<file path="config.mk">
export PLATFORM = sky130hd
export DESIGN_NAME = multi_phase_light_controller
export DESIGN_NICKNAME = d
export VERILOG_FILES = /design/src/rtl/traffic_pkg.sv /design/src/rtl/phase_timer.sv /design/src/rtl/multi_phase_light_controller.sv
export SDC_FILE = /design/constraint.sdc
export NUM_CORES = 1
export LEC_CHECK = 0
export CELL_PAD_IN_SITES_DETAIL_PLACEMENT = 1
export CELL_PAD_IN_SITES_GLOBAL_PLACEMENT = 1
export CORE_UTILIZATION = 30
export DETAILED_ROUTE_END_ITERATION = 8
export GPL_ROUTABILITY_DRIVEN = 0
export GPL_TIMING_DRIVEN = 1
export PLACE_DENSITY = 0.58
export SYNTH_ARGS = -nofsm -noshare
export SYNTH_HDL_FRONTEND = slang
export SYNTH_SLANG_ARGS = --single-unit
export TNS_END_PERCENT = 20
</file>
<file path="constraint.sdc">
create_clock -name clk -period 6.1 [get_ports clk]
set_clock_uncertainty 0.05 [all_clocks]
set_input_delay 0.915 -clock clk [delete_from_list [all_inputs] [get_ports clk]]
set_output_delay 0.915 -clock clk [all_outputs]
set_load 0.005 [all_outputs]
</file>
<file path="src/rtl/traffic_pkg.sv">
`default_nettype none
// +----------------------------------------------------------------------------+
// | traffic_pkg                                                                |
// | Lamp encodings and controller state codes shared by the light controller.  |
// | Revision: 1.0                                                              |
// +----------------------------------------------------------------------------+
package traffic_pkg;

  localparam int         c_lamp_w       = 3;
  localparam logic [2:0] c_light_red    = 3'b001;
  localparam logic [2:0] c_light_yellow = 3'b010;
  localparam logic [2:0] c_light_green  = 3'b100;

  typedef enum logic [2:0] {
    ST_ALLRED = 3'd0,
    ST_GREEN  = 3'd1,
    ST_YELLOW = 3'd2,
    ST_PED    = 3'd3
  } state_t;

endpackage
`default_nettype wire

</file>
<file path="src/rtl/phase_timer.sv">
`default_nettype none
// +----------------------------------------------------------------------------+
// | phase_timer                                                                |
// | Loadable down-counter; holds at zero and flags it.                         |
// | Revision: 1.0                                                              |
// +----------------------------------------------------------------------------+
module phase_timer #(
  parameter int            TW      = 5,
  parameter logic [TW-1:0] RST_VAL = '0
) (
  input  logic          clk,
  input  logic          rst,
  input  logic          load,
  input  logic [TW-1:0] load_val,
  input  logic          en,
  output logic [TW-1:0] count,
  output logic          zero
);

  logic [TW-1:0] r_count;

  always_ff @(posedge clk or posedge rst) begin
    if (rst) begin
      r_count <= RST_VAL;
    end else if (load) begin
      r_count <= load_val;
    end else if (en && (r_count != '0)) begin
      r_count <= r_count - TW'(1);
    end
  end

  assign count = r_count;
  assign zero  = (r_count == '0);

endmodule
`default_nettype wire

</file>
<file path="src/rtl/multi_phase_light_controller.sv">
`default_nettype none
// +----------------------------------------------------------------------------+
// | multi_phase_light_controller                                               |
// | N-phase intersection controller: round-robin greens, extension, all-walk.  |
// | Revision: 1.0                                                              |
// +----------------------------------------------------------------------------+
module multi_phase_light_controller
  import traffic_pkg::*;
#(
  parameter int N_PHASES = 4,
  parameter int TW       = 5,
  parameter int T_GREEN  = 10,
  parameter int T_EXT    = 4,
  parameter int MAX_EXT  = 3,
  parameter int T_YELLOW = 5,
  parameter int T_ALLRED = 2,
  parameter int T_PED    = 15
) (
  input  logic                          clk,
  input  logic                          rst,
  input  logic [N_PHASES-1:0]           car_req,
  input  logic                          ped_req,
  output logic [3*N_PHASES-1:0]         light,
  output logic [N_PHASES-1:0]           walk,
  output logic [$clog2(N_PHASES)-1:0]   active_phase,
  output logic [2:0]                    state_out
);

  localparam int PW    = $clog2(N_PHASES);
  localparam int EXT_W = (MAX_EXT > 0) ? $clog2(MAX_EXT + 1) : 1;
  localparam logic [EXT_W-1:0] c_max_ext = EXT_W'(MAX_EXT);

  state_t                  r_state, w_state_nx;
  logic [PW-1:0]           r_phase, w_phase_nx, w_sel;
  logic                    r_ped, w_ped_nx, w_enter_ped;
  logic [EXT_W-1:0]        r_ext, w_ext_nx;
  logic                    w_load, w_zero;
  logic [TW-1:0]           w_load_val, w_count;
  logic [N_PHASES-1:0]     w_onehot;
  logic [3*N_PHASES-1:0]   r_light, w_light_nx;
  logic [N_PHASES-1:0]     r_walk, w_walk_nx;

  phase_timer #(
    .TW      (TW),
    .RST_VAL (TW'(T_ALLRED - 1))
  ) u_timer (
    .clk      (clk),
    .rst      (rst),
    .load     (w_load),
    .load_val (w_load_val),
    .en       (1'b1),
    .count    (w_count),
    .zero     (w_zero)
  );

  // Scan from the farthest offset down so the nearest requesting phase wins.
  always_comb begin
    w_sel = PW'((int'(r_phase) + 1) % N_PHASES);
    for (int i = N_PHASES; i >= 1; i--) begin
      if (car_req[PW'((int'(r_phase) + i) % N_PHASES)]) begin
        w_sel = PW'((int'(r_phase) + i) % N_PHASES);
      end
    end
  end

  assign w_onehot = N_PHASES'(1) << r_phase;

  always_comb begin
    w_state_nx  = r_state;
    w_phase_nx  = r_phase;
    w_ext_nx    = r_ext;
    w_load      = 1'b0;
    w_load_val  = w_count;
    w_enter_ped = 1'b0;
    case (r_state)
      ST_ALLRED: begin
        if (w_zero) begin
          w_load = 1'b1;
          if (r_ped) begin
            w_state_nx  = ST_PED;
            w_load_val  = TW'(T_PED - 1);
            w_enter_ped = 1'b1;
          end else begin
            w_state_nx = ST_GREEN;
            w_phase_nx = w_sel;
            w_ext_nx   = '0;
            w_load_val = TW'(T_GREEN - 1);
          end
        end
      end
      ST_GREEN: begin
        if (w_zero) begin
          w_load = 1'b1;
          if (!r_ped && (car_req == w_onehot) && (r_ext < c_max_ext)) begin
            w_load_val = TW'(T_EXT - 1);
            w_ext_nx   = r_ext + EXT_W'(1);
          end else begin
            w_state_nx = ST_YELLOW;
            w_load_val = TW'(T_YELLOW - 1);
          end
        end
      end
      ST_YELLOW, ST_PED: begin
        if (w_zero) begin
          w_load     = 1'b1;
          w_state_nx = ST_ALLRED;
          w_load_val = TW'(T_ALLRED - 1);
        end
      end
      default: begin
        w_load     = 1'b1;
        w_state_nx = ST_ALLRED;
        w_load_val = TW'(T_ALLRED - 1);
      end
    endcase
  end

  // A press made during the walk interval itself is deliberately dropped.
  assign w_ped_nx = w_enter_ped ? 1'b0 : (r_ped | (ped_req && (r_state != ST_PED)));

  for (genvar g = 0; g < N_PHASES; g++) begin : g_lamp
    assign w_light_nx[c_lamp_w*g +: c_lamp_w] =
      ((w_state_nx == ST_GREEN)  && (w_phase_nx == PW'(g))) ? c_light_green  :
      ((w_state_nx == ST_YELLOW) && (w_phase_nx == PW'(g))) ? c_light_yellow :
                                                              c_light_red;
    assign w_walk_nx[g] = (w_state_nx == ST_PED) ||
                          ((w_state_nx == ST_GREEN) && (w_phase_nx == PW'(g)));
  end

  always_ff @(posedge clk or posedge rst) begin
    if (rst) begin
      r_state <= ST_ALLRED;
      r_phase <= PW'(N_PHASES - 1);
      r_ped   <= 1'b0;
      r_ext   <= '0;
      r_light <= {N_PHASES{c_light_red}};
      r_walk  <= '0;
    end else begin
      r_state <= w_state_nx;
      r_phase <= w_phase_nx;
      r_ped   <= w_ped_nx;
      r_ext   <= w_ext_nx;
      r_light <= w_light_nx;
      r_walk  <= w_walk_nx;
    end
  end

  assign light        = r_light;
  assign walk         = r_walk;
  assign active_phase = r_phase;
  assign state_out    = r_state;

endmodule
`default_nettype wire

</file>
==> run_results.csv, run 1 <==
group,metric,value,unit
sta,timing.final.crit_share,46.6,%
critical_path,startpoint_type,"primary input",
min_path,min-delay-start,"r_ext[1]",
layout,register_area,734,sq um
detailed_routing,drt_wl_total,3960,microns
detailed_routing,drt_iter0_drc,26,
critical_path,critPathLaunch,"car_req[2]",
die,die-area,5670,sq um
critical_path,timing.rr.start,"active_phase[1]",
layout,multi_input_area,782,sq um
cts,cts_tree,"done",
cts,ctsHoldBuffers,0,
cts,clock_tree.root_cell,"clkbuf_8",
synthesis,synth_seq_cells,29,
global_routing,grt_max_degree,30,
critical_path,crit_fanout,9,
cts,clk_path_buf_depth,2,
synthesis,avgSynthCellArea,9.77,sq um
power_and_ir_drop,total_power,0.887,mW
die,initial_core_util,31.4,%
synthesis,syn-instance-count,165,
layout,final_cell_count_no_fill,259,
global_routing,grt_pass1_wl,6580,microns
synthesis,synth_ff_type,"dfrtp_1",
cts,clock_latency,0.28,ns
placement,port_buffers,27,
detailed_routing,ant_nets,0,
synthesis,async_reset_ff_share,100,%
global_routing,grt_use_total,16.0,%
global_routing,antenna_found_initial,0,
global_routing,grt-ovfl-total,0,
global_routing,grt_pass1_vias,1295,
synthesis,yosys_warnings,0,
synthesis,syn_area,1610,sq um
synthesis,ys_seq_area_share,45.6,%
synthesis,synth_edf_count,0,
critical_path,arrival,2.94,ns
die,die_y,75.3,microns
synthesis,synthDistinctLibCells,48,
sta,slew_headroom,28.8,%
cts,cts.sinks,29,
die,core-area,5140,sq um
outcome,outcome,"completed",
cts,clk_pin_slew_worst_paths,0.07,ns
sta,setup_violations,0,
sta,setup_slack,3.26,ns
die,ios,28,
power_and_ir_drop,power_density,444,nW/um^2
detailed_routing,drc,0,
layout,layout-drive-gt1-share,12.7,%
sta,period_minus_slack,2.84,ns
layout,syn_to_final_growth,24.0,%
layout,fillers,616,
die,fp.dieW,75.3,microns
sta,slew_violations,0,
sta,tightestPinTransition,1.07,ns
sta,hold_viol_final,0,
critical_path,required,6.20,ns
detailed_routing,via_per_inst,5.08,
detailed_routing,first_pass_iters,4,
detailed_routing,route.detailed.wl_per_inst,15.3,microns
layout,final_nets,202,
sta,rsz0062_at_grt,"false",
sta,fmax,0.352,GHz
placement,post-place-cells,251,
layout,post-route-util,38.9,%
cts,cts_buffers,5,
power_and_ir_drop,p_leak,0.834,nW
placement,hpwl,2860,microns
run,max-cap-violations,0,
critical_path,worstSetupPathType,"in2reg",
detailed_routing,num_vias,1315,
cts,postCtsResizedCells,0,
layout,antennaDiodeCount,0,
sta,final.setup.tns,0,ns
min_path,min-delay-path-class,"reg2reg",
critical_path,end_kind,"flip-flop",
power_and_ir_drop,irDropWorstVdd,0.170,mV
die,rows,26,
placement,dp_slack,2.96,ns
cts,postCtsSetupRepairBufs,0,
cts,htree_levels,2,
synthesis,syn_nets,179,
## layer usage
layer  global-route usage [%]  wire (microns)  part of all wire, %
met1                     20.8            1870                   47
met5                        0               0                    0
met4                     7.41              66                  1.7
met3                     4.37             163                  4.1
met2                     24.9            1860                   47
## cells in the final DEF, fill, tap and decap left out, types with 2 or more instances in the layout
| master | instances |
|---|---|
| a211o_1 | 2 |
| a211oi_1 | 2 |
| a21o_1 | 5 |
| a21oi_1 | 5 |
| clkbuf_8 | 5 |
| clkdlybuf4s50_1 | 27 |
| clkinv_2 | 2 |
| dfrtp_1 | 22 |
| dfstp_2 | 7 |
| ha_1 | 7 |
| inv_1 | 8 |
| inv_2 | 2 |
| mux2i_1 | 2 |
| nand2_1 | 7 |
| nand3_1 | 9 |
| nand4_1 | 2 |
| nor2_1 | 11 |
| nor2b_1 | 4 |
| nor3_1 | 9 |
| nor4_1 | 4 |
| o21ai_0 | 9 |
| o21bai_1 | 2 |
| o31ai_1 | 5 |
| or2_2 | 2 |
| or3_4 | 2 |
| xnor2_1 | 4 |
| xor2_1 | 2 |
## power breakdown
group | switching (mW) | leakage [nW] | total, mW | internal [mW]
Sequential | 0.0698 | 0.369 | 0.322 | 0.252
Combinational | 0.224 | 0.420 | 0.410 | 0.186
Clock | 0.0759 | 0.0439 | 0.154 | 0.0785
Total | 0.370 | 0.834 | 0.887 | 0.517
## synthesized netlist by cell type (4+ instances only)
cell type,number,share of area [%]
dfrtp_1,22,34
a21oi_1,5,1.6
dfstp_2,7,11
nand2_1,7,1.6
xnor2_1,4,2.2
a21o_1,5,2.3
nor3_1,9,2.8
nand3_1,9,2.8
nor2b_1,4,1.6
o21ai_0,9,2.8
clkbuf_1,5,1.2
ha_1,7,5.4
buf_2,4,1.2
nor2_1,11,2.6
nor4_1,4,1.6
o31ai_1,5,2.3
inv_1,8,1.9
## flip-flops by register name, indices dropped and copies added (netlist names)
| name | flops |
|---|---|
| active_phase | 2 |
| r_ped | 1 |
| light | 12 |
| u_timer.count | 5 |
| state_out | 3 |
| walk | 4 |
| r_ext | 2 |
## worst paths after layout
path                                end  slack, ns  cells after the start
max                           light[11]       3.26                      6
max reg2reg                   light[11]       3.29                      7
min reg2reg                    r_ext[1]       0.44                      1
max in group asynchronous         r_ped       4.20                      2
min                            r_ext[1]       0.44                      1
min in group asynchronous  state_out[1]       1.15                      2
## cells by family (layout without fill, tap and decap cells)
logic type      count (synthesis)  count (layout)  synth area share, %
simple gates                   57              57                 20.1
compound gates                 41              41                 17.5
flops                          29              29                 45.6
buf+inv                        21              45                 5.90
fa+ha+maj                       7               7                 5.43
xor+xnor                        6               6                 3.26
mux                             3               3                 1.94
other cells                     1               1                0.233
## final cells by class
type                       count  area share (%)
multi-input combinational    115            39.1
sequential                    29            36.8
timing repair buffer          27            13.5
tap                           70            4.38
clock buffer                   5            3.44
inverter                      10            1.88
clock inverter                 3           0.877
## per-stage QoR
step           hold WS [ns]  area (sq um)
2_1_floorplan         0.410          1610
3_3_place_gp          0.431          1910
3_5_place_dp          0.428          1910
4_1_cts               0.447          2000
5_1_grt               0.510          2000
6_report              0.442          2000
## worst max-delay path, cell delays in order
cell and delay, ns:
clkdlybuf4s50_1 0.64, inv_1 0.08, a31o_1 0.22, mux2_2 0.26, o31a_1 0.43, nor4_1 0.39
Power figures use the tool's default switching activity.
==> run 2, diff against run 1 <==
--- a/config.mk
+++ b/config.mk
@@ -11,7 +11,7 @@
 export DETAILED_ROUTE_END_ITERATION = 8
 export GPL_ROUTABILITY_DRIVEN = 0
 export GPL_TIMING_DRIVEN = 1
-export PLACE_DENSITY = 0.58
+export PLACE_DENSITY = 0.6
 export SYNTH_ARGS = -nofsm -noshare
 export SYNTH_HDL_FRONTEND = slang
 export SYNTH_SLANG_ARGS = --single-unit
==> constraint.sdc (replaced) <==
create_clock -name clk -period 2.3 [get_ports clk]
set_clock_uncertainty 0.05 [all_clocks]
set_input_delay 0.345 -clock clk [delete_from_list [all_inputs] [get_ports clk]]
set_output_delay 0.345 -clock clk [all_outputs]
set_load 0.005 [all_outputs]
==> run 2 against run 1 <==
Net effect: sequential share of layout area shrank 2.6 points; hold slack got worse by 0.047 ns; sequential power grew 140%; combinational power rose to 3.5 times the previous value; register-to-register slack worse by 3.2 ns; critical path depth up 3; non-clock buffer count is 14 higher; via count is 4.3% higher; final area up 7.7%; critical endpoint is now light[3]; worst setup slack lost 3.2 ns; clock-buffer cell count rose by 1; largest cell class unchanged; first-iteration DRC count rose by 110%.
==> run_results.csv, run 2 (synthesis results as in run 1) <==
group,metric,value,unit
outcome,outcome,"completed",
layout,final_common_cell,"clkdlybuf4s50_1",
placement,hpwl,2890,microns
critical_path,path_buf_inv,3,
cts,htree_levels,2,
detailed_routing,drc,0,
cts,clk_pin_slew_worst_paths,0.07,ns
global_routing,grt_max_degree,30,
sta,timing.final.crit_share,98.1,%
critical_path,timing.rr.start,"active_phase[1]",
detailed_routing,drt_iter0_drc,55,
global_routing,grt_use_total,15.6,%
detailed_routing,first_pass_iters,4,
die,fp.dieW,75.3,microns
critical_path,cp_top_family,"compound AO/OA/AOI/OAI gates",
global_routing,grt-ovfl-total,0,
critical_path,arrival,2.42,ns
critical_path,end_kind,"flip-flop",
critical_path,critPathLaunch,"active_phase[1]",
layout,largest_reg_flops,12,
layout,final_cell_mix,"27 x clkdlybuf4s50_1, 22 x dfrtp_1, 13 x buf_4",
placement,post-place-cells,263,
sta,rsz0062_at_grt,"true",
detailed_routing,ant_nets,0,
cts,clock_tree.root_cell,"clkbuf_8",
detailed_routing,via_per_inst,5.03,
cts,ctsHoldBuffers,0,
cts,cts_buffers,5,
layout,final_nets,216,
layout,syn_to_final_growth,33.5,%
detailed_routing,num_vias,1372,
power_and_ir_drop,p_leak,0.918,nW
sta,final.setup.tns,0,ns
die,die_y,75.3,microns
power_and_ir_drop,power_density,1210,nW/um^2
layout,antennaDiodeCount,0,
layout,post-route-util,41.9,%
layout,layout-drive-gt1-share,22.7,%
sta,setup_slack,0.0430,ns
run,max-cap-violations,0,
critical_path,slowest_delay,0.56,ns
sta,hold_viol_final,0,
layout,fillers,623,
global_routing,antenna_found_initial,0,
sta,setup_violations,0,
cts,clock_latency,0.28,ns
global_routing,grt_pass1_wl,6640,microns
min_path,min-delay-path-class,"in2async",
placement,port_buffers,27,
cts,cts_tree,"done",
detailed_routing,route.detailed.wl_per_inst,15.1,microns
critical_path,required,2.46,ns
critical_path,crit_fanout,8,
die,initial_core_util,31.4,%
critical_path,startpoint_type,"flip-flop",
sta,period_minus_slack,2.26,ns
die,rows,26,
die,die-area,5670,sq um
sta,fmax,0.443,GHz
global_routing,grt_pass1_vias,1410,
die,core-area,5140,sq um
cts,clk_path_buf_depth,2,
placement,dp_slack,-0.114,ns
critical_path,worstSetupPathType,"reg2reg",
power_and_ir_drop,irDropWorstVdd,0.445,mV
cts,cts.sinks,29,
die,ios,28,
layout,final_cell_count_no_fill,273,
critical_path,critical_path.slowest_cell,"dfstp_2",
detailed_routing,drt_wl_total,4110,microns
sta,slew_violations,0,
critical_path,cp_cell_sequence,"inv_4 -> ha_4 -> nor2b_2 -> a31o_1 -> mux2_2 -> o31a_4 -> buf_6 -> buf_4 -> nand3_1",
## run 2: routing by layer
layer | up-vias | GRT usage [%] | part of all wire, %
li1 | 659 | - | -
met1 | 682 | 20.0 | 46
met2 | 25 | 26.0 | 49
met3 | 6 | 3.70 | 3.8
met4 | 0 | 5.35 | 1.0
met5 | - | 0 | 0
## run 2: worst paths after layout
path,to,slack [ns],depth (start not counted)
hold reg to reg,r_ext[1],0.45,1
setup / recovery,light[3],0.04,9
min in group clk,r_ext[1],0.45,1
hold / removal,u_timer.count[4],0.39,3
setup reg to reg,light[3],0.04,9
max in group asynchronous,light[6],1.49,3
## run 2: power by group
group | internal [mW] | switching, mW
combinational | 0.660 | 0.764
sequential | 0.668 | 0.101
clock | 0.209 | 0.193
total | 1.54 | 1.06
## run 2: through the flow
step,hold WS (ns),power (mW),cell area [sq um]
finish,0.395,2.59,2150
global route,0.451,2.79,2150
CTS,0.415,2.54,2110
detailed placement,0.442,2.08,2010
global placement,0.430,2.04,2010
floorplan,0.368,1.65,1640
## run 2: final cells by class
class / instances / area (sq um) / area share, %
Clock buffer: 6 / 72.6 / 3.37
Clock inverter: 2 / 10.0 / 0.465
Inverter: 10 / 42.5 / 1.98
Multi-Input combinational cell: 115 / 826 / 38.4
Sequential cell: 29 / 734 / 34.1
Tap cell: 70 / 87.6 / 4.07
Timing Repair Buffer: 41 / 379 / 17.6
## run 2: repair_timing
item / 4_1_cts / 5_1_grt
setup endpoints to repair: 2 / 15
buffers inserted: 1 / 1
pin swaps: 1 / 2
resized for setup: 3 / 10
## run 2: tightest hold or removal path, delay by kind of cell
| family | cells | cell delay [ns] |
|---|---|---|
| buf+inv | 3 | 0.79 |
